**config.mk**
```make
export PLATFORM = sky130hd
export DESIGN_NAME = insn_fetch_ctrl
export DESIGN_NICKNAME = d
export VERILOG_FILES = /design/src/rtl/insn_fetch_ctrl.sv
export SDC_FILE = /design/constraint.sdc
export NUM_CORES = 1
export LEC_CHECK = 0
export ABC_AREA = 1
export BUFFER_PORTS_ARGS = -buffer_cell sky130_fd_sc_hd__buf_2
export CAP_MARGIN = 20
export CORE_ASPECT_RATIO = 1.1
export CORE_MARGIN = 4
export CORE_UTILIZATION = 30
export DETAILED_ROUTE_END_ITERATION = 10
export PLACE_DENSITY = 0.55
export RECOVER_POWER = 25
export SYNTH_ARGS = -nofsm -noshare
export SYNTH_HDL_FRONTEND = slang
export SYNTH_SLANG_ARGS = --single-unit
```
**constraint.sdc**
```tcl
create_clock -name CLK -period 2.65 [get_ports CLK]
set_input_delay 0.1325 -clock CLK [delete_from_list [all_inputs] [get_ports CLK]]
set_output_delay 0.1325 -clock CLK [all_outputs]
set_load 0.05 [all_outputs]
```
**src/rtl/insn_fetch_ctrl.sv**
```systemverilog
// insn_fetch_ctrl: instruction fetch sequencer (IDLE/FETCH/HALTED) driving a combinational ROM.
// Define INSN_FETCH_COUNT_EN to enable the issued-instruction counter on insn_count.
module insn_fetch_ctrl #(
  parameter int IW = 16
) (
  input  logic          CLK,
  input  logic          Reset_n,
  input  logic          start,
  input  logic [IW-1:0] start_addr,
  input  logic          stall,
  input  logic          branch_en,
  input  logic          branch_rel,
  input  logic [IW-1:0] branch_target,
  input  logic          halt_req,
  output logic [IW-1:0] insn_addr,
  input  logic [8:0]    rom_data,
  output logic [8:0]    insn_out,
  output logic          insn_valid,
  output logic          done,
  output logic [31:0]   insn_count
);

  typedef enum logic [1:0] {IDLE, FETCH, HALTED} state_t;

  state_t        state, state_nx;
  logic [IW-1:0] pc, pc_nx;
  logic [8:0]    insn_q, insn_nx;
  logic          valid_q, valid_nx;
  logic          issue;
  logic          start_acc;

  always_comb begin
    // NOTE: every output of this block gets a default first, so no path can infer a latch.
    state_nx  = state;
    pc_nx     = pc;
    insn_nx   = insn_q;
    valid_nx  = valid_q;
    issue     = 1'b0;
    start_acc = 1'b0;
    unique case (state)
      FETCH: begin
        if (halt_req) begin
          state_nx = HALTED;
          valid_nx = 1'b0;
        end else if (branch_en) begin
          pc_nx    = branch_rel ? pc + branch_target : branch_target;
          valid_nx = 1'b0;
        end else if (!stall) begin
          issue    = 1'b1;
          insn_nx  = rom_data;
          valid_nx = 1'b1;
          pc_nx    = pc + IW'(1);
          // The last ROM word is still issued; its valid flag drops on the first HALTED edge.
          if (pc == {IW{1'b1}}) state_nx = HALTED;
        end
      end
      default: begin
        valid_nx = 1'b0;
        if (start) begin
          start_acc = 1'b1;
          pc_nx     = start_addr;
          state_nx  = FETCH;
        end
      end
    endcase
  end

  always_ff @(posedge CLK or negedge Reset_n) begin
    // NOTE: sequential state uses non-blocking assignments so all registers update together.
    if (!Reset_n) begin
      state   <= IDLE;
      pc      <= '0;
      insn_q  <= 9'h000;
      valid_q <= 1'b0;
    end else begin
      state   <= state_nx;
      pc      <= pc_nx;
      insn_q  <= insn_nx;
      valid_q <= valid_nx;
    end
  end

`ifdef INSN_FETCH_COUNT_EN
  logic [31:0] count_q;

  always_ff @(posedge CLK or negedge Reset_n) begin
    if (!Reset_n)      count_q <= '0;
    else if (start_acc) count_q <= '0;
    else if (issue)    count_q <= count_q + 32'd1;
  end

  assign insn_count = count_q;
`else
  logic unused_cnt;
  assign unused_cnt = issue ^ start_acc;
  assign insn_count = 32'd0;
`endif

  assign insn_addr  = pc;
  assign insn_out   = insn_q;
  assign insn_valid = valid_q;
  assign done       = (state == HALTED);

endmodule

```
Word level (Yosys, flattened, before mapping) --
Index checks and enable logic that the tools add are counted.
Operators by class: muxes and demuxes 16, add/sub/neg operators 2, equality and inequality tests 9, bitwise logic cells 3, reductions and logical operators 4
Operators with widths (count):
- $mux W16 | 6
- $add A16 B1 Y16 const B | 1
- $add A16 B16 Y16 | 1
- $eq A16 B16 Y1 const B | 1
- $mux W2 | 6
- $ne A3 B3 Y1 const B | 4
- $reduce_and A4 Y1 | 2
- $mux W1 | 4
- $ne A4 B4 Y1 const B | 1
- $not A1 Y1 | 3
- $reduce_and A3 Y1 | 1
- $eq A2 B1 Y1 const B | 1
- $eq A2 B2 Y1 const B | 1
- $ne A2 B2 Y1 const B | 1
- $reduce_bool A2 Y1 | 1
Word-level totals: flip-flop bits (word level) 28, word-level logic and storage cells 38, output and inout bits 59, bits of input ports 48

Depth between registers and ports, before layout --
Gate-level depths: netlist of run 1.
depth after elaboration 6, depth in mapped cells 14, mapped depth without buffers 14

Worst setup path after synthesis of run 1 --
OpenSTA, ideal clock, no wires.
path type flip-flop to flip-flop, start point register pc[0] (netlist: insn_addr[0]), end point register pc[8] (netlist: insn_addr[8]), stages on the path, launching flop included 14, arrival time 1.989 ns, path buffers 0, setup time 0.118 ns, data required time 2.532 ns, slack 0.543 ns, period minus slack after synthesis 2.107 ns, cells stage by stage dfrtp_1 > ha_1 > fa_1 > nand2_1 > nand2_1 > and2_4 > nand2_1 > nand2_1 > xnor2_1 > nand2_1 > nand2_1 > nand2_1 > nand2_1 > nand2_1
Between the ends: word-level cells in the longest chain between the ends 5, elaborated cells on any way between the ends 7, classes of those cells add/sub: 2; mux: 5
Ends and longest elaborated chain:
- start, declared | RTL line 26 | logic [IW-1:0] pc, pc_nx;
- start signal, assigned | RTL line 77 | pc <= pc_nx;
- $add A16 B1 Y16 / $add A16 B16 Y16 (equally long branches) | RTL line 52, 46
- $mux W16, on equally long branches | RTL line 48, 46
- $mux W16 (*) | RTL line 45 | end else if (branch_en) begin
- $mux W16 (*) | RTL line 42 | if (halt_req) begin
- $mux W16 (*) | RTL line 40 | unique case (state)
Every way passes the cells marked *; elsewhere a longest branch is shown, timed or not. The select of a mux whose other input is x is not followed. A chain may end at the register's enable or synchronous reset.

Final worst setup path of run 1 --
start point register pc[0] (netlist: insn_addr[0]), end point register pc[14] (netlist: insn_addr[14])
The elaborated chain is that of the path after synthesis.

==> run summary, run 1 <==
Initial cell density of the core - 31.2%
Part of the power in combinational logic - 73.1%
Number of setup violations in the final report - 0
Avg Cell Area, Syn - 6.27 um2
Clock Path Buffers - 2
Diode count - 0
Final RePlAce weighted congestion - 0.818
Max-cap viol count - 1
Number of nets with antenna violations after detailed routing - 0
VDD IR-drop max - 0.691 mV
Nets@finish - 632
Number of DRC violations after detailed routing - 0
Max-slew violations - 29
Total wire length after detailed routing - 8840 um
Data required time at the worst endpoint - 2.83 ns
Largest area contributor in the netlist - sky130_fd_sc_hd__dfrtp_1
Crit Path Category - register to register
Cell area after technology mapping - 0.00311 mm2
Row Count - 38
Fraction of post-synthesis cell area in the top cell type by area - 22.5%
Endpoint class of the critical path - register
Time the worst path needs with I/O delays and setup - 2.07 ns
Switching share of power - 60.6%
Hold Startpoint - rom_data[1]
Proportion of power drawn by flip-flops and latches - 21.4%
Die outline width - 105 um
RSZ-0062 raised after global routing - no
Number of flip-flops and latches in the synthesized netlist - 28
FMAX - 484 MHz
Clk pwr share - 5.5%
Ratio of total power to cell area - 1230 mW/mm2
Launching element type of the critical path - register
Synth Instances - 497
Setup Total Neg Slack - 0 ns
Core outline area - 0.00998 mm2
Die boundary height - 115 um
Post-synthesis cell type count - 38
Result of the run - finished, violations left
Routed len/inst - 12.9 um
Leading cell types in the layout, fill and taps excluded - sky130_fd_sc_hd__nand2_1 (154), sky130_fd_sc_hd__buf_2 (73), sky130_fd_sc_hd__nor2_1 (60)
Leakage power summed over all cells - 1.98 nW
Htree depth - 1
Initial drt markers - 124
Number of antenna violations at the first check in global routing - 0
Detailed Routing Iterations Pass 1 - 4
Buffers added on ports - 74
Number of fill cells in the layout - 1,130
Clock sink count - 28
Arrival time of data at the critical path endpoint - 2.24 ns
Count of final hold-check violations - 0
Start of the worst register-to-register path - insn_addr[0]
First-pass GRT wire length - 14,300 um
Total net switching power - 2.62 mW
Overall power - 4.32 mW
TritonCTS clock tree - built
Layout cell share with drive strength beyond 1 - 18.4%
Floorplan die area - 0.0121 mm2
Slew headroom - -6.62%
Clock latency on the worst-skew pair - 0.27 ns
Largest net degree at the start of global routing - 29
Synth-to-layout area growth - 13.3%
CTS Root Cell - sky130_fd_sc_hd__clkbuf_8
Global-route total usage across every layer - 14.3%
Final standard cell utilization of the core - 35.3%
Total number of vias - 3,137
Number of ports placed on the die boundary - 107
Transition at the pin with the smallest max-transition slack - 1.60 ns
Violated checks - capacitance limit, slew limit
Total global routing overflow - 0
Clock transition at the registers of the reported paths - 0.10 ns
Via count of the first global-routing pass - 3,021
Estimated wirelength of the detail-placed design - 7250 um
Min-delay worst type - primary input to register
Most common cell after layout, fill and taps aside - sky130_fd_sc_hd__nand2_1
Launch point of the worst path - insn_addr[0]
Skew final - 0.00227 ns
Largest fanout of any net on the critical path - 6
Sequential share of the synthesized area - 22.5%
Internal portion of total power - 1.70 mW
Yosys warning count - 0
Total clock buffers created by CTS - 3
Final critical-path share of the clock period - 78.0%
Leading post-synthesis cells by cell area - sky130_fd_sc_hd__dfrtp_1 (22%), sky130_fd_sc_hd__nand2_1 (19%), sky130_fd_sc_hd__buf_4 (8.4%), sky130_fd_sc_hd__nor2_1 (7.2%), sky130_fd_sc_hd__inv_1 (6.9%)
Avg Vias per Cell - 4.58
==> final timing paths <==
kind	cells past startpoint	end	slack, ns
worst max-delay path	14	insn_addr[14]	0.58
worst min-delay path	2	insn_out[1]	0.08
worst max register to register	14	insn_addr[14]	0.58
worst min register to register	1	insn_out[1]	0.51
max in group asynchronous	2	insn_addr[7]	0.95
min in group asynchronous	2	insn_out[0]	0.79
==> cells in the mapped netlist <==
| cell | n |
|---|---|
| sky130_fd_sc_hd__nand2_1 | 154 |
| sky130_fd_sc_hd__nor2_1 | 60 |
| sky130_fd_sc_hd__inv_1 | 57 |
| sky130_fd_sc_hd__buf_4 | 35 |
| sky130_fd_sc_hd__nand3_1 | 35 |
| sky130_fd_sc_hd__dfrtp_1 | 28 |
| sky130_fd_sc_hd__a21oi_1 | 26 |
| sky130_fd_sc_hd__ha_1 | 16 |
| sky130_fd_sc_hd__o21ai_0 | 16 |
| sky130_fd_sc_hd__mux2_2 | 9 |
| sky130_fd_sc_hd__buf_2 | 6 |
| sky130_fd_sc_hd__nand4_1 | 6 |
| sky130_fd_sc_hd__xnor2_1 | 5 |
| sky130_fd_sc_hd__nand2_2 | 4 |
| sky130_fd_sc_hd__nor3_1 | 4 |
| sky130_fd_sc_hd__xor2_1 | 4 |
| sky130_fd_sc_hd__clkbuf_1 | 3 |
| sky130_fd_sc_hd__nor2_4 | 3 |
| sky130_fd_sc_hd__a22oi_1 | 2 |
| sky130_fd_sc_hd__nand3b_1 | 2 |
| sky130_fd_sc_hd__nor3_2 | 2 |
| sky130_fd_sc_hd__o21ai_1 | 2 |
| sky130_fd_sc_hd__o221ai_1 | 2 |
| sky130_fd_sc_hd__or2_1 | 2 |
| sky130_fd_sc_hd__a31oi_1 | 1 |
| sky130_fd_sc_hd__and2_4 | 1 |
| sky130_fd_sc_hd__buf_6 | 1 |
| sky130_fd_sc_hd__conb_1 | 1 |
| sky130_fd_sc_hd__fa_1 | 1 |
| sky130_fd_sc_hd__inv_2 | 1 |
| sky130_fd_sc_hd__nand3_2 | 1 |
| sky130_fd_sc_hd__nor2_2 | 1 |
| sky130_fd_sc_hd__nor3_4 | 1 |
| sky130_fd_sc_hd__o211ai_1 | 1 |
| sky130_fd_sc_hd__o21bai_1 | 1 |
| sky130_fd_sc_hd__o22ai_1 | 1 |
| sky130_fd_sc_hd__or2_0 | 1 |
| sky130_fd_sc_hd__or2_2 | 1 |
==> critical path, stage by stage, from the launching register on <==
cell and delay, ns:
sky130_fd_sc_hd__dfrtp_1 0.46, sky130_fd_sc_hd__ha_1 0.24, sky130_fd_sc_hd__fa_1 0.40, sky130_fd_sc_hd__nand2_1 0.10
sky130_fd_sc_hd__nand2_1 0.07, sky130_fd_sc_hd__nand3b_1 0.10, sky130_fd_sc_hd__nand2_1 0.11, sky130_fd_sc_hd__nand2_1 0.10
sky130_fd_sc_hd__nand2_1 0.06, sky130_fd_sc_hd__nand2_1 0.06, sky130_fd_sc_hd__nand3_1 0.06, sky130_fd_sc_hd__nand2_1 0.08
sky130_fd_sc_hd__nand2_1 0.05, sky130_fd_sc_hd__nand2_1 0.05, sky130_fd_sc_hd__nand2_1 0.04
==> cell type report <==
type | instances | area [um2] | share of cell area, %
clock buffers | 3 | 41.3 | 1.17
inverters | 58 | 218 | 6.17
multi-input cells | 397 | 2000 | 56.6
flip-flops and latches | 28 | 701 | 19.9
well taps | 120 | 150 | 4.26
repair buffers | 79 | 422 | 12.0
==> through the flow <==
step           instance area (um2)  setup WS (ns)  hold slack [ns]  instances
2_1_floorplan                 3230          0.543           -0.163        528
3_3_place_gp                  3480          0.678            0.207        681
3_5_place_dp                  3480          0.595            0.213        681
4_1_cts                       3530          0.576           0.0770        685
5_1_grt                       3530          0.386           0.0761        685
6_report                      3530          0.583           0.0813        685
==> registers in the layout, summed over array words and instances, names as in the netlist <==
| name | cells |
|---|---|
| state | 2 |
| insn_addr | 16 |
| insn_out | 9 |
| insn_valid | 1 |
==> power groups by stage <==
stage | Sequential [mW] | Clock, mW | Combinational, mW
final | 0.923 | 0.240 | 3.16
after global placement | 0.920 | 0 | 3.15
after detailed placement | 0.932 | 0 | 3.18
after CTS | 0.925 | 0.247 | 3.20
after floorplan | 1.53 | 0 | 1.87
after global routing | 0.963 | 0.263 | 3.54
==> per-layer routing <==
metal,wire [um],track usage [%],vias up
li1,-,-,1647
met1,3850,17.5,1400
met2,4510,27.0,86
met3,423,1.80,4
met4,61,2.80,0
met5,0,0,-
==> kinds of logic (layout without fill, tap and decap cells) <==
| kind of cell | after synthesis | count (layout) | share of synthesized area, % |
|---|---|---|---|
| AND/OR/NAND/NOR | 278 | 278 | 38.4 |
| buffers and inverters | 103 | 140 | 17.1 |
| AO/OA/AOI/OAI | 52 | 52 | 9.00 |
| flip-flops | 28 | 28 | 22.5 |
| adder cells (fa/ha/maj) | 17 | 17 | 7.07 |
| XOR/XNOR | 9 | 9 | 2.53 |
| multiplexers | 9 | 9 | 3.25 |
| other | 1 | 32 | 0.120 |
==> timing repair <==
| action | in CTS | in global routing |
|---|---|---|
| buffers inserted | 0 | 0 |
| resized for setup | 0 | 0 |
| hold endpoints to repair | 28 | 0 |
| hold buffers | 1 | 0 |
(Power assumes the default switching activity.)
==> run 2, diff against run 1 <==
clock period = 2.1 ns   (was 2.65 ns; I/O delays follow)
==> run summary, run 2 (synthesized netlist as in run 1, its figures left out) <==
Internal portion of total power - 2.36 mW
Floorplan die area - 0.0121 mm2
Time the worst path needs with I/O delays and setup - 1.95 ns
Flip-flop count of the largest register after layout - 16
Clock transition at the registers of the reported paths - 0.10 ns
Launching element type of the critical path - register
Avg Vias per Cell - 4.61
Clock sink count - 28
Largest net degree at the start of global routing - 29
Clock latency on the worst-skew pair - 0.28 ns
Total number of vias - 3,225
Total clock buffers created by CTS - 3
Estimated wirelength of the detail-placed design - 7340 um
Part of the power in combinational logic - 75.9%
Max-cap viol count - 0
Via count of the first global-routing pass - 3,371
Result of the run - complete, no violations
Switching share of power - 58.9%
Final critical-path share of the clock period - 92.7%
Max-slew violations - 0
Synth-to-layout area growth - 17.5%
First-pass GRT wire length - 15,200 um
Row Count - 38
Number of ports placed on the die boundary - 107
Total wire length after detailed routing - 8970 um
Overall power - 5.73 mW
Setup slack on the worst flop-to-flop path - 0.15 ns
Endpoint class of the critical path - register
Data required time at the worst endpoint - 2.28 ns
Clock Path Buffers - 2
Htree depth - 1
Setup Total Neg Slack - 0 ns
Skew final - 0.00545 ns
Slew headroom - 49.8%
Number of fill cells in the layout - 1,091
Arrival time of data at the critical path endpoint - 2.13 ns
Count of final hold-check violations - 0
Core outline area - 0.00998 mm2
Routed len/inst - 12.8 um
Largest fanout of any net on the critical path - 3
Buffers and inverters on the worst path - 0
Ratio of total power to cell area - 1570 mW/mm2
VDD IR-drop max - 0.756 mV
Crit Path Category - register to register
Worst Hold Path EP - insn_out[3]
Detailed Routing Iterations Pass 1 - 4
Worst reg-to-reg path cell count - 14
Die boundary height - 115 um
Top cell by count, worst path - sky130_fd_sc_hd__nand2_1
Number of nets with antenna violations after detailed routing - 0
Crit path largest cell delay - 0.45 ns
Number of DRC violations after detailed routing - 0
Reg2Reg Capture Point - insn_addr[14]
Nets@finish - 645
Proportion of power drawn by flip-flops and latches - 18.1%
Final standard cell utilization of the core - 36.7%
Leading cell types in the layout, fill and taps excluded - sky130_fd_sc_hd__nand2_1 (150), sky130_fd_sc_hd__buf_2 (73), sky130_fd_sc_hd__nor2_1 (60)
CTS Root Cell - sky130_fd_sc_hd__clkbuf_8
Number of setup violations in the final report - 0
Global-route total usage across every layer - 15.1%
Clk pwr share - 6.0%
Diode count - 0
Start of the worst register-to-register path - insn_addr[0]
Layout cell share with drive strength beyond 1 - 22.1%
Total global routing overflow - 0
Min-delay worst type - primary input to register
Initial drt markers - 124
Critical-path top delay cell - sky130_fd_sc_hd__dfrtp_2
Final RePlAce weighted congestion - 0.811
Cell-by-cell listing of the critical path - ha_4 > fa_2 > nand2_2 > nand2_2 > nand3b_1 > nand2_2 > nand2_1 > nand2_1 > nand2_1 > nand3_1 > nand2_1 > nand2_1 > nand2_1 > nand2_1
Total net switching power - 3.38 mW
Critical path's top delay family - simple AND/OR/NAND/NOR gates
Hold Startpoint - rom_data[3]
Leakage power summed over all cells - 2.05 nW
Buffers added on ports - 74
Hold Crit Depth - 2
Die outline width - 105 um
Initial cell density of the core - 31.2%
FMAX - 514 MHz
Transition at the pin with the smallest max-transition slack - 0.754 ns
Number of antenna violations at the first check in global routing - 0
TritonCTS clock tree - built
Most common cell after layout, fill and taps aside - sky130_fd_sc_hd__nand2_1
==> run 2: cell type report <==
| class | instances | area, um2 | area share [%] |
|---|---|---|---|
| multi-input combinational | 397 | 2030 | 55.4 |
| sequential | 28 | 703 | 19.2 |
| timing repair buffer | 92 | 508 | 13.9 |
| inverter | 58 | 218 | 5.95 |
| tap | 120 | 150 | 4.10 |
| clock buffer | 4 | 55.1 | 1.50 |
==> run 2: worst register-to-register path, cell delays in order (launching register included) <==
cell,delay (ns)
sky130_fd_sc_hd__dfrtp_2,0.45
sky130_fd_sc_hd__ha_4,0.18
sky130_fd_sc_hd__fa_2,0.39
sky130_fd_sc_hd__nand2_2,0.09
sky130_fd_sc_hd__nand2_2,0.06
sky130_fd_sc_hd__nand3b_1,0.12
sky130_fd_sc_hd__nand2_2,0.10
sky130_fd_sc_hd__nand2_1,0.08
sky130_fd_sc_hd__nand2_1,0.06
sky130_fd_sc_hd__nand2_1,0.06
sky130_fd_sc_hd__nand3_1,0.06
sky130_fd_sc_hd__nand2_1,0.07
sky130_fd_sc_hd__nand2_1,0.04
sky130_fd_sc_hd__nand2_1,0.05
sky130_fd_sc_hd__nand2_1,0.04
==> run 2: metal layers <==
metal | GRT usage, % | wire length (um) | vias to the layer above
met5 | 0 | 0 | -
met4 | 3.85 | 165 | 0
met2 | 29.1 | 4460 | 87
met3 | 1.85 | 410 | 14
met1 | 17.6 | 3940 | 1449
li1 | - | - | 1675
==> run 2: per-stage QoR <==
step           cells  hold slack (ns)  setup WS [ns]  cell area (um2)
2_1_floorplan    528           -0.191          0.116             3230
3_3_place_gp     691            0.179          0.134             3540
3_5_place_dp     691            0.188         0.0908             3540
4_1_cts          696           0.0461         0.0716             3610
5_1_grt          699           0.0265       -0.00880             3660
6_report         699           0.0507          0.154             3660
==> run 2: repair_timing <==
action	CTS	global route
hold endpoints to repair	28	0
hold buffers	1	0
gates resized for setup	0	9
buffers inserted	0	3
setup endpoints to repair	0	8
==> run 2: worst max path at each step <==
stage / start / endpoint / slack (ns) / cells past startpoint
finish: insn_addr[0] / insn_addr[14] / 0.15 / 14
global route: insn_addr[0] / insn_addr[10] / -0.009 / 14
CTS: insn_addr[0] / insn_addr[14] / 0.07 / 14
detailed placement: insn_addr[0] / insn_addr[14] / 0.09 / 14
global placement: insn_addr[0] / insn_addr[14] / 0.13 / 14
floorplan: insn_addr[0] / insn_addr[8] / 0.12 / 13
==> run 2: power by group through the flow <==
| stage | registers [mW] | logic, mW | clock network (mW) |
|---|---|---|---|
| 2_1_floorplan | 1.93 | 2.35 | 0 |
| 3_3_place_gp | 1.04 | 4.22 | 0 |
| 3_5_place_dp | 1.05 | 4.26 | 0 |
| 4_1_cts | 1.04 | 4.27 | 0.358 |
| 5_1_grt | 1.08 | 4.87 | 0.390 |
| 6_report | 1.04 | 4.35 | 0.345 |
==> run 3, diff against run 2 <==
CORE_MARGIN = not set   (was 4)
CTS_BUF_LIST = sky130_fd_sc_hd__clkbuf_16   (was not set)
RECOVER_POWER = 100   (was 25)
==> run summary, run 3 (synthesized netlist as in run 1, its figures left out) <==
Slack of the critical path - 0.180 ns
Final std cells w/o fill - 698
Count of placed standard cells including taps - 691
Setup slack on the worst flop-to-flop path - 0.18 ns
Skew final - 0.00264 ns
Global-route total usage across every layer - 16.3%
Cell-by-cell listing of the critical path - ha_1 > nand2_2 > nor2_2 > nand2_2 > inv_1 > nand3_1 > nor3_2 > o22ai_1 > nand2_1 > o21ai_1
Die boundary height - 109 um
Launching element type of the critical path - register
Transition at the pin with the smallest max-transition slack - 0.741 ns
Endpoint class of the critical path - register
Routed len/inst - 12.0 um
Leading cell types in the layout, fill and taps excluded - sky130_fd_sc_hd__nand2_1 (154), sky130_fd_sc_hd__nor2_1 (61), sky130_fd_sc_hd__inv_1 (57)
Time the worst path needs with I/O delays and setup - 1.92 ns
Final critical-path share of the clock period - 91.4%
Setup Total Neg Slack - 0 ns
Number of nets with antenna violations after detailed routing - 0
CTS Root Cell - sky130_fd_sc_hd__clkbuf_16
Total global routing overflow - 0
Buffers and inverters on the worst path - 1
Critical path's top delay family - simple AND/OR/NAND/NOR gates
Slew headroom - 50.6%
Clock transition at the registers of the reported paths - 0.07 ns
VDD IR-drop max - 0.766 mV
Clock Path Buffers - 2
Diode count - 0
Hold Crit Depth - 2
Top cell by count, worst path - sky130_fd_sc_hd__nand2_2
Largest net degree at the start of global routing - 29
Total wire length after detailed routing - 8400 um
Buffers added on ports - 74
Leakage power summed over all cells - 1.98 nW
Nets@finish - 644
Initial cell density of the core - 31.2%
Max-cap viol count - 0
Htree depth - 1
TritonCTS clock tree - built
Count of final hold-check violations - 0
FMAX - 521 MHz
Floorplan die area - 0.0108 mm2
Final RePlAce weighted congestion - 0.834
Min-delay worst type - primary input to register
Pre-CTS setup slack - 0.0766 ns
Worst reg-to-reg path cell count - 10
Worst hold margin - 0.0714 ns
Die outline width - 99.1 um
First-pass GRT wire length - 14,000 um
Ratio of total power to cell area - 1570 mW/mm2
Result of the run - complete, no violations
Crit path largest cell delay - 0.49 ns
Core outline area - 0.00998 mm2
Number of antenna violations at the first check in global routing - 0
Arrival time of data at the critical path endpoint - 2.06 ns
Most common cell after layout, fill and taps aside - sky130_fd_sc_hd__nand2_1
Total clock buffers created by CTS - 3
Flip-flop count of the largest register after layout - 16
Hold Startpoint - rom_data[4]
Clock sink count - 28
Critical-path top delay cell - sky130_fd_sc_hd__dfrtp_1
Estimated wirelength of the detail-placed design - 6900 um
Reg2Reg Capture Point - state[1]
Layout cell share with drive strength beyond 1 - 15.6%
Largest fanout of any net on the critical path - 6
Detailed Routing Iterations Pass 1 - 4
Data required time at the worst endpoint - 2.24 ns
Clock latency on the worst-skew pair - 0.26 ns
Via count of the first global-routing pass - 2,973
Worst Hold Path EP - insn_out[4]
Total number of vias - 3,155
Max-slew violations - 0
Number of ports placed on the die boundary - 107
Number of DRC violations after detailed routing - 0
Initial drt markers - 106
Synth-to-layout area growth - 15.9%
Crit Path Category - register to register
Avg Vias per Cell - 4.52
Start of the worst register-to-register path - insn_addr[1]
Number of setup violations in the final report - 0
Row Count - 38
-- run 3: through the flow --
stage                     util, %  area [um2]  power, mW
final                        36.2        3610       5.67
after global routing         36.2        3610       6.25
after CTS                    36.5        3640       5.78
after detailed placement     35.6        3550       5.31
after global placement       35.6        3550       5.28
after floorplan                 -        3230       4.28
-- run 3: final cells by class --
type | instances | area (um2)
timing repair buffer | 91 | 479
clock inverter | 1 | 3.75
tap | 120 | 150
clock buffer | 3 | 75.1
inverter | 58 | 218
fill | 1131 | 6370
sequential | 28 | 702
multi-input combinational | 397 | 1980
-- run 3: worst register-to-register path: cells and delay by family (launching register included) --
kind | cells | cell delay [ns]
flip-flops | 1 | 0.49
AND/OR/NAND/NOR | 6 | 0.78
buffers and inverters | 1 | 0.11
adder cells (fa/ha/maj) | 1 | 0.24
AO/OA/AOI/OAI | 2 | 0.21
-- run 3: worst max-delay path by stage --
stage / start / end / slack [ns] / cells past startpoint
detailed placement: insn_addr[0] / insn_addr[14] / 0.08 / 14
floorplan: insn_addr[0] / insn_addr[8] / 0.12 / 13
CTS: insn_addr[0] / insn_addr[14] / 0.07 / 14
global placement: insn_addr[0] / insn_addr[14] / 0.14 / 14
finish: insn_addr[1] / state[1] / 0.18 / 10
global route: insn_addr[0] / insn_addr[14] / -0.0005 / 14
-- run 3: timing repair --
item                                   CTS  global route
setup endpoints to repair                0             5
endpoints found under the hold margin   28             0
hold buffers                             1             0
setup buffers                            0             2
resized for setup                        0             2
-- run 3: power breakdown --
group | internal, mW | total, mW | switching (mW)
logic | 1.29 | 4.20 | 2.90
registers | 0.808 | 1.03 | 0.226
clock network | 0.255 | 0.438 | 0.183
total | 2.36 | 5.67 | 3.31
-- run 3: layer usage --
layer  vias to the layer above  global-route usage [%]  routed length (um)
met2                        72                    30.2                4200
met1                      1405                    20.3                3790
met5                         -                       0                   0
met4                         0                    3.68                  89
met3                         6                    1.79                 327
li1                       1672                       -                   -
